--- config.mk ---
export PLATFORM = sky130hd
export DESIGN_NAME = evm_ballot_unit
export DESIGN_NICKNAME = d
export VERILOG_FILES = /design/src/rtl/evm_ballot_unit.sv
export SDC_FILE = /design/constraint.sdc
export NUM_CORES = 1
export LEC_CHECK = 0
export CAP_MARGIN = 20
export CORE_MARGIN = 2
export CORE_UTILIZATION = 39
export CTS_CLUSTER_SIZE = 30
export DETAILED_ROUTE_END_ITERATION = 10
export PLACE_DENSITY_LB_ADDON = 0.08
export SLEW_MARGIN = 40
export SYNTH_ARGS = -nofsm -noshare
export SYNTH_HDL_FRONTEND = slang
export SYNTH_SLANG_ARGS = --single-unit
--- constraint.sdc ---
create_clock -name clk -period 2.51 [get_ports clk]
set_input_delay 0.251 -clock clk [delete_from_list [all_inputs] [get_ports clk]]
set_output_delay 0.251 -clock clk [all_outputs]
set_load 0.05 [all_outputs]
--- src/rtl/evm_ballot_unit.sv ---
// evm_ballot_unit: ballot capture core of the EVM.
// Conditions candidate push-buttons (2-FF sync + debounce), accepts exactly one
// vote per ballot enable, locks out input for a minimum period and until all
// buttons are released, and keeps per-candidate tallies with registered readback.
// Build option: define EVM_TALLY_SAT_EN for saturating tallies with a sticky
// sat flag; when undefined, tallies wrap and sat is tied low.
module evm_ballot_unit #(
    parameter int NUM_CAND    = 4,
    parameter int CNT_W       = 8,
    parameter int DEB_CYCLES  = 4,
    parameter int LOCK_CYCLES = 16
) (
    input  logic                        clk,
    input  logic                        rst,
    input  logic                        ballot_en,
    input  logic [NUM_CAND-1:0]         btn,
    input  logic [$clog2(NUM_CAND)-1:0] tally_sel,
    output logic                        ready,
    output logic                        busy,
    output logic                        vote_valid,
    output logic [$clog2(NUM_CAND)-1:0] vote_idx,
    output logic [CNT_W-1:0]            tally_out,
    output logic                        sat
);

    localparam int SEL_W  = $clog2(NUM_CAND);
    localparam int RC_W   = $clog2(NUM_CAND + 1);
    localparam int DEB_W  = $clog2(DEB_CYCLES + 1);
    localparam int LOCK_W = $clog2(LOCK_CYCLES + 1);

    localparam logic [DEB_W-1:0]  DEB_LAST  = DEB_W'(DEB_CYCLES - 1);
    localparam logic [LOCK_W-1:0] LOCK_LAST = LOCK_W'(LOCK_CYCLES - 1);
    localparam logic [RC_W-1:0]   ONE_RISE  = RC_W'(1);

    localparam logic [1:0] S_IDLE  = 2'd0;
    localparam logic [1:0] S_ARMED = 2'd1;
    localparam logic [1:0] S_CAST  = 2'd2;
    localparam logic [1:0] S_LOCK  = 2'd3;

    logic [NUM_CAND-1:0] sync_p0;
    logic [NUM_CAND-1:0] sync_p1;
    logic [NUM_CAND-1:0] deb;
    logic [NUM_CAND-1:0] deb_d;
    logic [DEB_W-1:0]    deb_cnt [NUM_CAND];

    logic [NUM_CAND-1:0] rise;
    logic [SEL_W-1:0]    rise_idx;
    logic [RC_W-1:0]     rise_cnt;

    logic [1:0]          state;
    logic [SEL_W-1:0]    cast_idx;
    logic [LOCK_W-1:0]   lock_cnt;
    logic [CNT_W-1:0]    tally [NUM_CAND];

    // Two-flop synchronizer for the asynchronous buttons
    always_ff @(posedge clk) begin
        if (rst) begin
            sync_p0 <= '0;
            sync_p1 <= '0;
        end else begin
            sync_p0 <= btn;
            sync_p1 <= sync_p0;
        end
    end

    // Debounce: level flips after DEB_CYCLES consecutive differing samples; deb_d keeps last level for edge detect
    always_ff @(posedge clk) begin
        if (rst) begin
            deb   <= '0;
            deb_d <= '0;
            for (int i = 0; i < NUM_CAND; i++) begin
                deb_cnt[i] <= '0;
            end
        end else begin
            deb_d <= deb;
            for (int i = 0; i < NUM_CAND; i++) begin
                if (sync_p1[i] != deb[i]) begin
                    if (deb_cnt[i] == DEB_LAST) begin
                        deb[i]     <= ~deb[i];
                        deb_cnt[i] <= '0;
                    end else begin
                        deb_cnt[i] <= deb_cnt[i] + 1'b1;
                    end
                end else begin
                    deb_cnt[i] <= '0;
                end
            end
        end
    end

    assign rise = deb & ~deb_d;

    // Count simultaneous debounced rising edges and locate the (single) one
    always_comb begin
        rise_idx = '0;
        rise_cnt = '0;
        for (int i = 0; i < NUM_CAND; i++) begin
            if (rise[i]) begin
                rise_idx = SEL_W'(i);
                rise_cnt = rise_cnt + 1'b1;
            end
        end
    end

    // Ballot state machine: IDLE -> ARMED -> CAST -> LOCK -> IDLE
    always_ff @(posedge clk) begin
        if (rst) begin
            state      <= S_IDLE;
            cast_idx   <= '0;
            lock_cnt   <= '0;
            vote_valid <= 1'b0;
            vote_idx   <= '0;
        end else begin
            vote_valid <= 1'b0;
            case (state)
                S_IDLE: begin
                    if (ballot_en) begin
                        state <= S_ARMED;
                    end
                end
                S_ARMED: begin
                    // Edges only: a button held on entry never produces a rise until re-pressed
                    if (rise_cnt == ONE_RISE) begin
                        cast_idx <= rise_idx;
                        state    <= S_CAST;
                    end
                end
                S_CAST: begin
                    vote_valid <= 1'b1;
                    vote_idx   <= cast_idx;
                    lock_cnt   <= '0;
                    state      <= S_LOCK;
                end
                S_LOCK: begin
                    // Counter parks at its last value so held buttons extend the lockout indefinitely
                    if (lock_cnt == LOCK_LAST) begin
                        if (deb == '0) begin
                            state <= S_IDLE;
                        end
                    end else begin
                        lock_cnt <= lock_cnt + 1'b1;
                    end
                end
                default: begin
                    state <= S_IDLE;
                end
            endcase
        end
    end

    assign ready = (state == S_ARMED);
    assign busy  = (state == S_CAST) || (state == S_LOCK);

`ifdef EVM_TALLY_SAT_EN
    localparam logic [CNT_W-1:0] CNT_MAX = '1;
    localparam logic [CNT_W-1:0] CNT_PEN = CNT_MAX - 1'b1;

    // Saturating tally update in the cast cycle; sat latches on the vote that reaches max
    always_ff @(posedge clk) begin
        if (rst) begin
            sat <= 1'b0;
            for (int i = 0; i < NUM_CAND; i++) begin
                tally[i] <= '0;
            end
        end else if ((state == S_CAST) && (tally[cast_idx] != CNT_MAX)) begin
            tally[cast_idx] <= tally[cast_idx] + 1'b1;
            if (tally[cast_idx] == CNT_PEN) begin
                sat <= 1'b1;
            end
        end
    end
`else
    // Wrapping tally update in the cast cycle
    always_ff @(posedge clk) begin
        if (rst) begin
            for (int i = 0; i < NUM_CAND; i++) begin
                tally[i] <= '0;
            end
        end else if (state == S_CAST) begin
            tally[cast_idx] <= tally[cast_idx] + 1'b1;
        end
    end

    assign sat = 1'b0;
`endif

    // Registered tally readback; out-of-range selects read as zero
    always_ff @(posedge clk) begin
        if (rst) begin
            tally_out <= '0;
        end else if (int'(tally_sel) < NUM_CAND) begin
            tally_out <= tally[tally_sel];
        end else begin
            tally_out <= '0;
        end
    end

endmodule
==> reports/metrics.cfg, run 1 <==
[sta]
tightest_slew_ns=0.533
final_hold_viol_count=0
drv_slew=0
fmax_ghz=0.419
fin_crit_sh=0.952
setup_viol_count_final=0
final.setup.worst_slack_ns=0.121
min_period_ns=2.39
slew_headroom=0.645
fin_worst_skew_ns=0.00774
fin_tns_setup_ns=0
hold_slack_ns=0.442

[run_status]
status=finished, final reports clean

[drt]
first_pass_iters=4
drc_errors=0
routed_wl_mm=7.13
drt_iter0_drc=75
vias_per_cell=4.65
wl_per_cell_um=14.4
vias=2305
drtAntennaViolNets=0

[pwr]
p_leak_nw=1.75
total_power_mw=3.11
pwr-share-clk=0.324
cellInternalPower_mw=2.24
powerDensity_nw_per_um2=691
combPwrFrac=0.181
switching_share=0.280
p_seq_frac=0.495
ir_worst_vdd_mv=0.352
switching_power_mw=0.871

[placed_design]
dp_cells=478
gp_congestion=0.778
dp_slack_ns=-0.0475
placement.cell_area_um2=4230
port_buffers=21
hpwl_mm=4.87

[global_routing]
globalRoute.totalOverflow=0
antenna_found_initial=0
grt_pass1_wl_mm=11.4
grt_max_degree=33
first_global_vias=2286
track_usage=0.149

[setup_path]
critPathLaunchType=flop
end_kind=flop
worstPathRequired_ns=2.78
rrSetupSlack_ns=0.12
path_max_fanout=4
criticalPathCategory=reg -> reg
arrival_ns=2.66

[clocking]
root_buffer=clkbuf_8
cts_sinks=82
htreeDepth=3
clockBufferDepth=2
cts_buffers=9
cts.reportedPaths.clkPinSlew_ns=0.09
postCtsHoldBufs=0
cts_tree=yes
insertion_delay_ns=0.35

[synthesis]
async_flop_share=0
ys_seq_area_frac=0.553
synth_edf_count=44
yosysTopAreaCell=edfxtp_1
ys_seq_elements=82
avgSynthCellArea_um2=12.0
synth_top_cell_area_share=0.351
synth_top_cells_by_area=edfxtp_1 (35%), dfxtp_1 (20%), mux4_2 (7.2%)
ys_warn_count=0
dominantRegCellSynth=edfxtp_1
synth_cells=314
syn-cell-area_um2=3760
ys_types=40

[layout]
drive_above_1_share=0.163
utilization=0.485
fin_nets=389
layout_commonest_cell=nor2_1
diodes=0
stdcell_count=496
syn2layout_area_growth_pct=19.6
layout_common_cells=nor2_1 (56), edfxtp_1 (44), dfxtp_1 (37)
stdcell_area_um2=4500
fillers=885

[run]
cap_violations=0

[floorplan]
core.rowCount=35
dieWidth_um=102
chipHeight_um=102
io_pins=23
start_util=0.405
dieArea_um2=10500
fp.coreArea_um2=9280

[worst_hold_path]
hold_path.class=in -> reg

final timing paths:
kind / start / to / cells after the start
worst max-delay path: deb[0] / cast_idx[0] / 10
worst min-delay path: btn[2] / sync_p0[2] / 2
worst max register to register: deb[0] / cast_idx[0] / 10
worst min register to register: sync_p0[0] / sync_p1[0] / 1
final cells by class:
type                       instances  area, um2  area share
clock inverter                     6       62.6      0.0139
inverter                          22       82.6      0.0183
tap                              129        161      0.0358
clock buffer                      10        149      0.0331
sequential                        82       2080       0.463
multi-input combinational        208       1620       0.359
timing repair buffer              39        348      0.0772
metal layers:
layer / up-vias / track usage / share of wire
met5: - / 0 / 0
met1: 1087 / 0.207 / 0.51
met3: 11 / 0.0246 / 0.022
met2: 33 / 0.234 / 0.45
li1: 1174 / - / -
met4: 0 / 0.0585 / 0.017
worst max-delay path, stage by stage, from the launching register on:
cell	delay, ns
dfxtp_1	0.38
nand2b_4	0.07
inv_1	0.08
ha_4	0.21
xnor2_2	0.13
ha_1	0.28
nand2b_1	0.14
o32a_1	0.35
buf_4	0.15
or3_1	0.34
a21oi_1	0.17
cells by family after synthesis:
group                    share of synthesized area
flip-flops                                   0.553
multiplexers                                 0.121
AND/OR/NAND/NOR                              0.162
buffers and inverters                       0.0402
adder cells (fa/ha/maj)                     0.0598
other                                      0.00200
AO/OA/AOI/OAI                               0.0359
XOR/XNOR                                    0.0256
sequential cells by signal, indices dropped and copies added, names as in the netlist, named ones only:
signal      count
lock_cnt        5
sync_p1         4
state           2
deb_cnt        12
sync_p0         4
vote_idx        2
vote_valid      1
deb             4
cast_idx        2
deb_d           4
tally_out       8
tally          32
cell usage after synthesis (2+ instances only):
master,instances
xnor2_1,8
nand2b_1,10
mux4_1,4
nand4b_1,2
nand3_1,2
mux4_2,12
ha_1,18
a311oi_1,2
nor2b_1,22
nand2_1,11
a21oi_1,8
or3_1,7
o21ai_0,4
xor2_1,3
and3_1,3
inv_1,22
mux2i_1,8
buf_6,2
clkbuf_1,9
conb_1,2
dfxtp_1,38
edfxtp_1,44
nor2_1,56
power by group through the flow:
| stage | sequential [mW] | clock (mW) | combinational (mW) |
|---|---|---|---|
| 2_1_floorplan | 1.60 | 0 | 0.353 |
| 3_3_place_gp | 1.57 | 0 | 0.550 |
| 3_5_place_dp | 1.57 | 0 | 0.551 |
| 4_1_cts | 1.54 | 1.03 | 0.570 |
| 5_1_grt | 1.55 | 1.08 | 0.620 |
| 6_report | 1.54 | 1.01 | 0.564 |
what timing repair did:
item                                    CTS  global route
pin swaps                                 1             3
resized for setup                         1            10
buffers inserted                          1             1
hold endpoints to repair                  0             0
endpoints found under the setup margin    2             5
gates cloned                              0             0
(Power assumes the default switching activity.)
==> run 2, diff against run 1 <==
HOLD_SLACK_MARGIN = 0.03   (was not set)
==> results of run 2 <==
Final layout, timing and power as in run 1 (identical DEF).
==> run 3, diff against run 2 <==
PLACE_DENSITY = 0.55   (was not set)
PLACE_DENSITY_LB_ADDON = not set   (was 0.08)
==> run 3 against run 2 <==
Effect of this change:
- register-to-register slack about the same
- die area unchanged
- worst setup slack got worse by 0.0056 ns
- worst hold slack worse by 0.0046 ns
- wire length down 2.5%
- design area is 1.1% lower
- first-iteration DRC count shrank 1.3%
- maximum frequency fell by 0.23%
- clock power fell by 9%
- highest routed layer unchanged
==> reports/metrics.cfg, run 3 (same netlist as run 1, synthesis figures left out) <==
[placed_design]
placement.cell_area_um2=4210  ; was 4230 um2
dp_slack_ns=-0.0833  ; was -0.0475 ns
gp_congestion=0.771  ; was 0.778
port_buffers=21  ; unchanged
hpwl_mm=4.81  ; was 4.87 mm
dp_cells=476  ; was 478

[global_routing]
antenna_found_initial=0  ; unchanged
grt_max_degree=30  ; was 33
globalRoute.totalOverflow=0  ; unchanged
track_usage=0.146  ; was 0.149
grt_pass1_wl_mm=11.2  ; was 11.4 mm
first_global_vias=2187  ; was 2286

[drt]
first_pass_iters=4  ; unchanged
routed_wl_mm=6.96  ; was 7.13 mm
vias_per_cell=4.72  ; was 4.65
drtAntennaViolNets=0  ; unchanged
drc_errors=0  ; unchanged
vias=2332  ; was 2305
drt_iter0_drc=74  ; was 75
wl_per_cell_um=14.1  ; was 14.4 um

[floorplan]
chipHeight_um=102  ; unchanged
dieArea_um2=10500  ; unchanged
io_pins=23  ; unchanged
core.rowCount=35  ; unchanged
start_util=0.405  ; unchanged
fp.coreArea_um2=9280  ; unchanged
dieWidth_um=102  ; unchanged

[clocking]
postCtsHoldBufs=0  ; unchanged
clockBufferDepth=2  ; unchanged
cts_buffers=9  ; unchanged
insertion_delay_ns=0.35  ; about the same
htreeDepth=3  ; unchanged
root_buffer=clkbuf_8  ; unchanged
cts.reportedPaths.clkPinSlew_ns=0.09  ; about the same
cts_tree=yes  ; unchanged
cts_sinks=82  ; unchanged

[worst_hold_path]
hp-start=btn[2]  ; unchanged
min_path_cells=2  ; unchanged
hold_path.class=in -> reg  ; unchanged
min_to=sync_p0[2]  ; unchanged

[sta]
fin_worst_skew_ns=0.0126  ; was 0.00774 ns
setup_viol_count_final=0  ; unchanged
fin_tns_setup_ns=0  ; unchanged
fin_crit_sh=0.954  ; was 0.952
tightest_slew_ns=0.511  ; was 0.533 ns
drv_slew=0  ; unchanged
fmax_ghz=0.418  ; was 0.419 GHz
slew_headroom=0.659  ; was 0.645
hold_slack_ns=0.438  ; was 0.442 ns
final_hold_viol_count=0  ; unchanged
min_period_ns=2.39  ; about the same
final.setup.worst_slack_ns=0.115  ; was 0.121 ns

[layout]
syn2layout_area_growth_pct=18.4  ; was 19.6%
reg_top3=tally x32, deb_cnt x12, tally_out x8  ; unchanged
diodes=0  ; unchanged
stdcell_area_um2=4460  ; was 4500 um2
regMostFlops=tally  ; unchanged
layout_common_cells=nor2_1 (56), edfxtp_1 (44), dfxtp_1 (38)  ; was nor2_1 (56), edfxtp_1 (44), dfxtp_1 (37)
stdcell_count=494  ; was 496
drive_above_1_share=0.148  ; was 0.163
layout_commonest_cell=nor2_1  ; unchanged
utilization=0.480  ; was 0.485
fin_nets=387  ; was 389
largest_reg_flops=32  ; unchanged

[setup_path]
r2r-start=deb[1]  ; was deb[0]
critPathLaunchType=flop  ; unchanged
path_max_fanout=4  ; unchanged
max_stage_delay_ns=0.36  ; was 0.38 ns
crit_chain=nor2b_4 > ha_4 > xnor2_2 > ha_1 > nand2b_1 > o32a_1 > buf_4 > or3_1 > a21oi_2  ; was nand2b_4 > inv_1 > ha_4 > xnor2_2 > ha_1 > nand2b_1 > o32a_1 > buf_4 > or3_1 > a21oi_1
worstPathRequired_ns=2.80  ; was 2.78 ns
criticalPathCategory=reg -> reg  ; unchanged
ff2ff_path_depth=9  ; was 10
arrival_ns=2.68  ; was 2.66 ns
slowest_stage=or3_1  ; was dfxtp_1
end_kind=flop  ; unchanged
rrSetupSlack_ns=0.12  ; about the same

[pwr]
p_leak_nw=1.73  ; was 1.75 nW
ir_worst_vdd_mv=0.466  ; was 0.352 mV
total_power_mw=3.03  ; was 3.11 mW
powerDensity_nw_per_um2=679  ; was 691 nW/um2

[run_status]
status=finished, final reports clean  ; unchanged

[run]
cap_violations=0  ; unchanged

-- run 3: cell type report --
type | count | area [um2]
clock buffers | 12 | 166
clock inverters | 4 | 23.8
fillers | 881 | 4830
inverters | 22 | 82.6
multi-input cells | 208 | 1610
flip-flops and latches | 82 | 2080
well taps | 129 | 161
repair buffers | 37 | 333
-- run 3: worst max-delay path: cells and delay by family (launching register included) --
| kind | cells | cell delay [ns] |
|---|---|---|
| simple gates | 3 | 0.70 |
| fa+ha+maj | 2 | 0.51 |
| compound gates | 2 | 0.50 |
| flops | 1 | 0.34 |
| buf+inv | 1 | 0.15 |
| xor+xnor | 1 | 0.14 |
-- run 3: how the worst max path moves through the flow --
| stage | slack, ns | startpoint | end | cells past startpoint |
|---|---|---|---|---|
| finish | 0.12 | deb[1] | flop | 9 |
| global placement | 0.04 | deb[1] | state[1] | 8 |
| floorplan | 0.05 | deb[1] | state[0] | 8 |
| global route | -0.009 | deb[1] | flop | 9 |
| detailed placement | -0.08 | deb[1] | state[0] | 8 |
| CTS | 0.03 | deb[1] | state[0] | 9 |
-- run 3: layer usage --
layer | wire [um] | vias up | GRT usage
li1 | - | 1170 | -
met1 | 3580 | 1128 | 0.208
met2 | 3080 | 25 | 0.213
met3 | 177 | 9 | 0.0363
met4 | 118 | 0 | 0.0615
met5 | 0 | - | 0
-- run 3: power breakdown --
part | total, mW | internal (mW) | switching, mW
clock network | 0.922 | 0.445 | 0.478
logic | 0.564 | 0.224 | 0.340
registers | 1.54 | 1.50 | 0.0419
total | 3.03 | 2.17 | 0.860
-- run 3: what timing repair did --
| item | in CTS | in global routing |
|---|---|---|
| pin swaps | 1 | 4 |
| resized for setup | 1 | 7 |
| buffers inserted | 1 | 1 |
| setup endpoints to repair | 2 | 3 |
==> edit (config.mk and constraints of run 1) <==
Build with the macro `EVM_TALLY_SAT_EN` defined.
--- a/src/rtl/evm_ballot_unit.sv
+++ b/src/rtl/evm_ballot_unit.sv
@@ -4,6 +4,8 @@
 // buttons are released, and keeps per-candidate tallies with registered readback.
 // Build option: define EVM_TALLY_SAT_EN for saturating tallies with a sticky
 // sat flag; when undefined, tallies wrap and sat is tied low.
+`define EVM_TALLY_SAT_EN
+
 module evm_ballot_unit #(
     parameter int NUM_CAND    = 4,
     parameter int CNT_W       = 8,
Check against the original RTL: same outputs for any inputs over 10 cycles, from zero or initial values and one cycle with rst high; that may be too few to reach the edited logic, so the function may still have changed.
==> edit against run 1 <==
Sequential cell count rose by 1. Maximum frequency shrank 0.26%. Synthesized cell count is 0.96% higher. Synthesized area increased by 2.6%. Setup slack worse by 0.0063 ns. Cell area is 1.2% higher. Wire length is 0.20% lower. Power up 1.6%. Largest power group unchanged.
==> edit: results (changes against run 1) <==
- Status: finished, final reports clean
- Postcts setup bufs: 0 (-1)
- Hold EP: sync_p1[3]
- Largest net degree at the start of global routing: 47 (+42%)
- Complex-gate fraction of the synthesized area: 3.338% (-0.25 points)
- XOR/XNOR share of the synthesized area: 2.268% (-0.29 points)
- Average wire per standard cell: 14.18 microns (-1.4%)
- Largest delay share family, worst path: buffers and inverters
- Peak per-stage delay on the critical path: 0.71 ns (+0.33 ns)
- Comb. pwr: 599 uW (+6.2%)
- Layout cell share with drive strength beyond 1: 15.99% (-0.36 points)
- Syn Inst Count: 317 (+0.96%)
- HP Start: sync_p0[3]
- Slowest-stage cell, CP: clkdlybuf4s50_1
- RD Place Congestion: 0.7854 (+1.0%)
- Hold Crit Class: reg -> reg
- Commonest cells post-synth: nor2_1 (57), edfxtp_1 (44), dfxtp_1 (39), inv_1 (23), nor2b_1 (22)
- Distinct cells, synth: 42 (+5.0%)
- Worst-margin pin slew: 0.5111 ns (-0.02192 ns)
- Placed inst area: 4332 sq um (+2.5%)
- Post-Place Cells: 486 (+1.7%)
- Pleak: 1.736 nW (-1.0%)
- Top cells by area, synth: edfxtp_1 (34%), dfxtp_1 (20%), mux4_2 (9.3%), ha_1 (6.2%), nor2_1 (5.5%)
- Input/output buffers: 22 (+4.8%)
- Hold Path Stages: 1 (-1)
- Post-Synth Adder-Cell Area: 6.157% (+0.17 points)
- Switch share: 28.84% (+0.87 points)
- Final cell count without fillers: 502 (+1.2%)
- First-pass GRT wire length: 12.19 mm (+6.7%)
- Cts repair resizes: 0 (-1)
- Reg2reg start: deb[1]
[edit: cell count changes after synthesis, sizes merged, moves of 2 or more]
| cell | delta |
|---|---|
| nand4 | +5 |
| a21oi | -3 |
| and4 | +3 |
| or3 | -3 |
| a211oi | +2 |
| nand3 | -2 |
| nor2 | +2 |
| nor4 | +2 |
| o21ai | -2 |
[edit: metal layers]
| layer | part of all wire (%) | wire [microns] | global-route usage [%] |
|---|---|---|---|
| met1 | 54 | 3873 | 22.39 |
| met2 | 41 | 2884 | 19.58 |
| met3 | 3.2 | 226 | 3.839 |
| met4 | 1.9 | 135 | 6.081 |
| met5 | 0 | 0 | 0 |
[edit: per-stage QoR]
stage | hold slack [ns] | power, mW | setup TNS [ns] | worst slack [ns] | utilization, %
2_1_floorplan | 0.3792 | 2.010 | 0 | 0.2923 | -
3_3_place_gp | 0.4173 | 2.203 | 0 | 0.2373 | 44.73
3_5_place_dp | 0.4251 | 2.200 | 0 | 0.1692 | 44.73
4_1_cts | 0.4194 | 3.211 | 0 | 0.08669 | 46.81
5_1_grt | 0.4359 | 3.324 | -0.01211 | -0.006065 | 47.05
6_report | 0.4409 | 3.163 | 0 | 0.1147 | 47.05
[edit: final cells by class]
class	instances	area (sq um)
flip-flops and latches	83	2102
well taps	133	166.4
repair buffers	36	320.3
clock inverters	5	60.06
inverters	24	90.09
multi-input cells	210	1677
fillers	878	5127
clock buffers	11	141.4
[edit: worst max-delay path by stage]
stage / slack [ns] / depth (start not counted) / to / start
6_report: 0.11 / 4 / busy / state[0]
3_3_place_gp: 0.24 / 7 / cast_idx[1] / deb[1]
2_1_floorplan: 0.29 / 7 / tally[1][0] / flop
3_5_place_dp: 0.17 / 7 / cast_idx[1] / deb[1]
4_1_cts: 0.09 / 4 / busy / state[0]
5_1_grt: -0.006 / 7 / cast_idx[0] / deb[1]
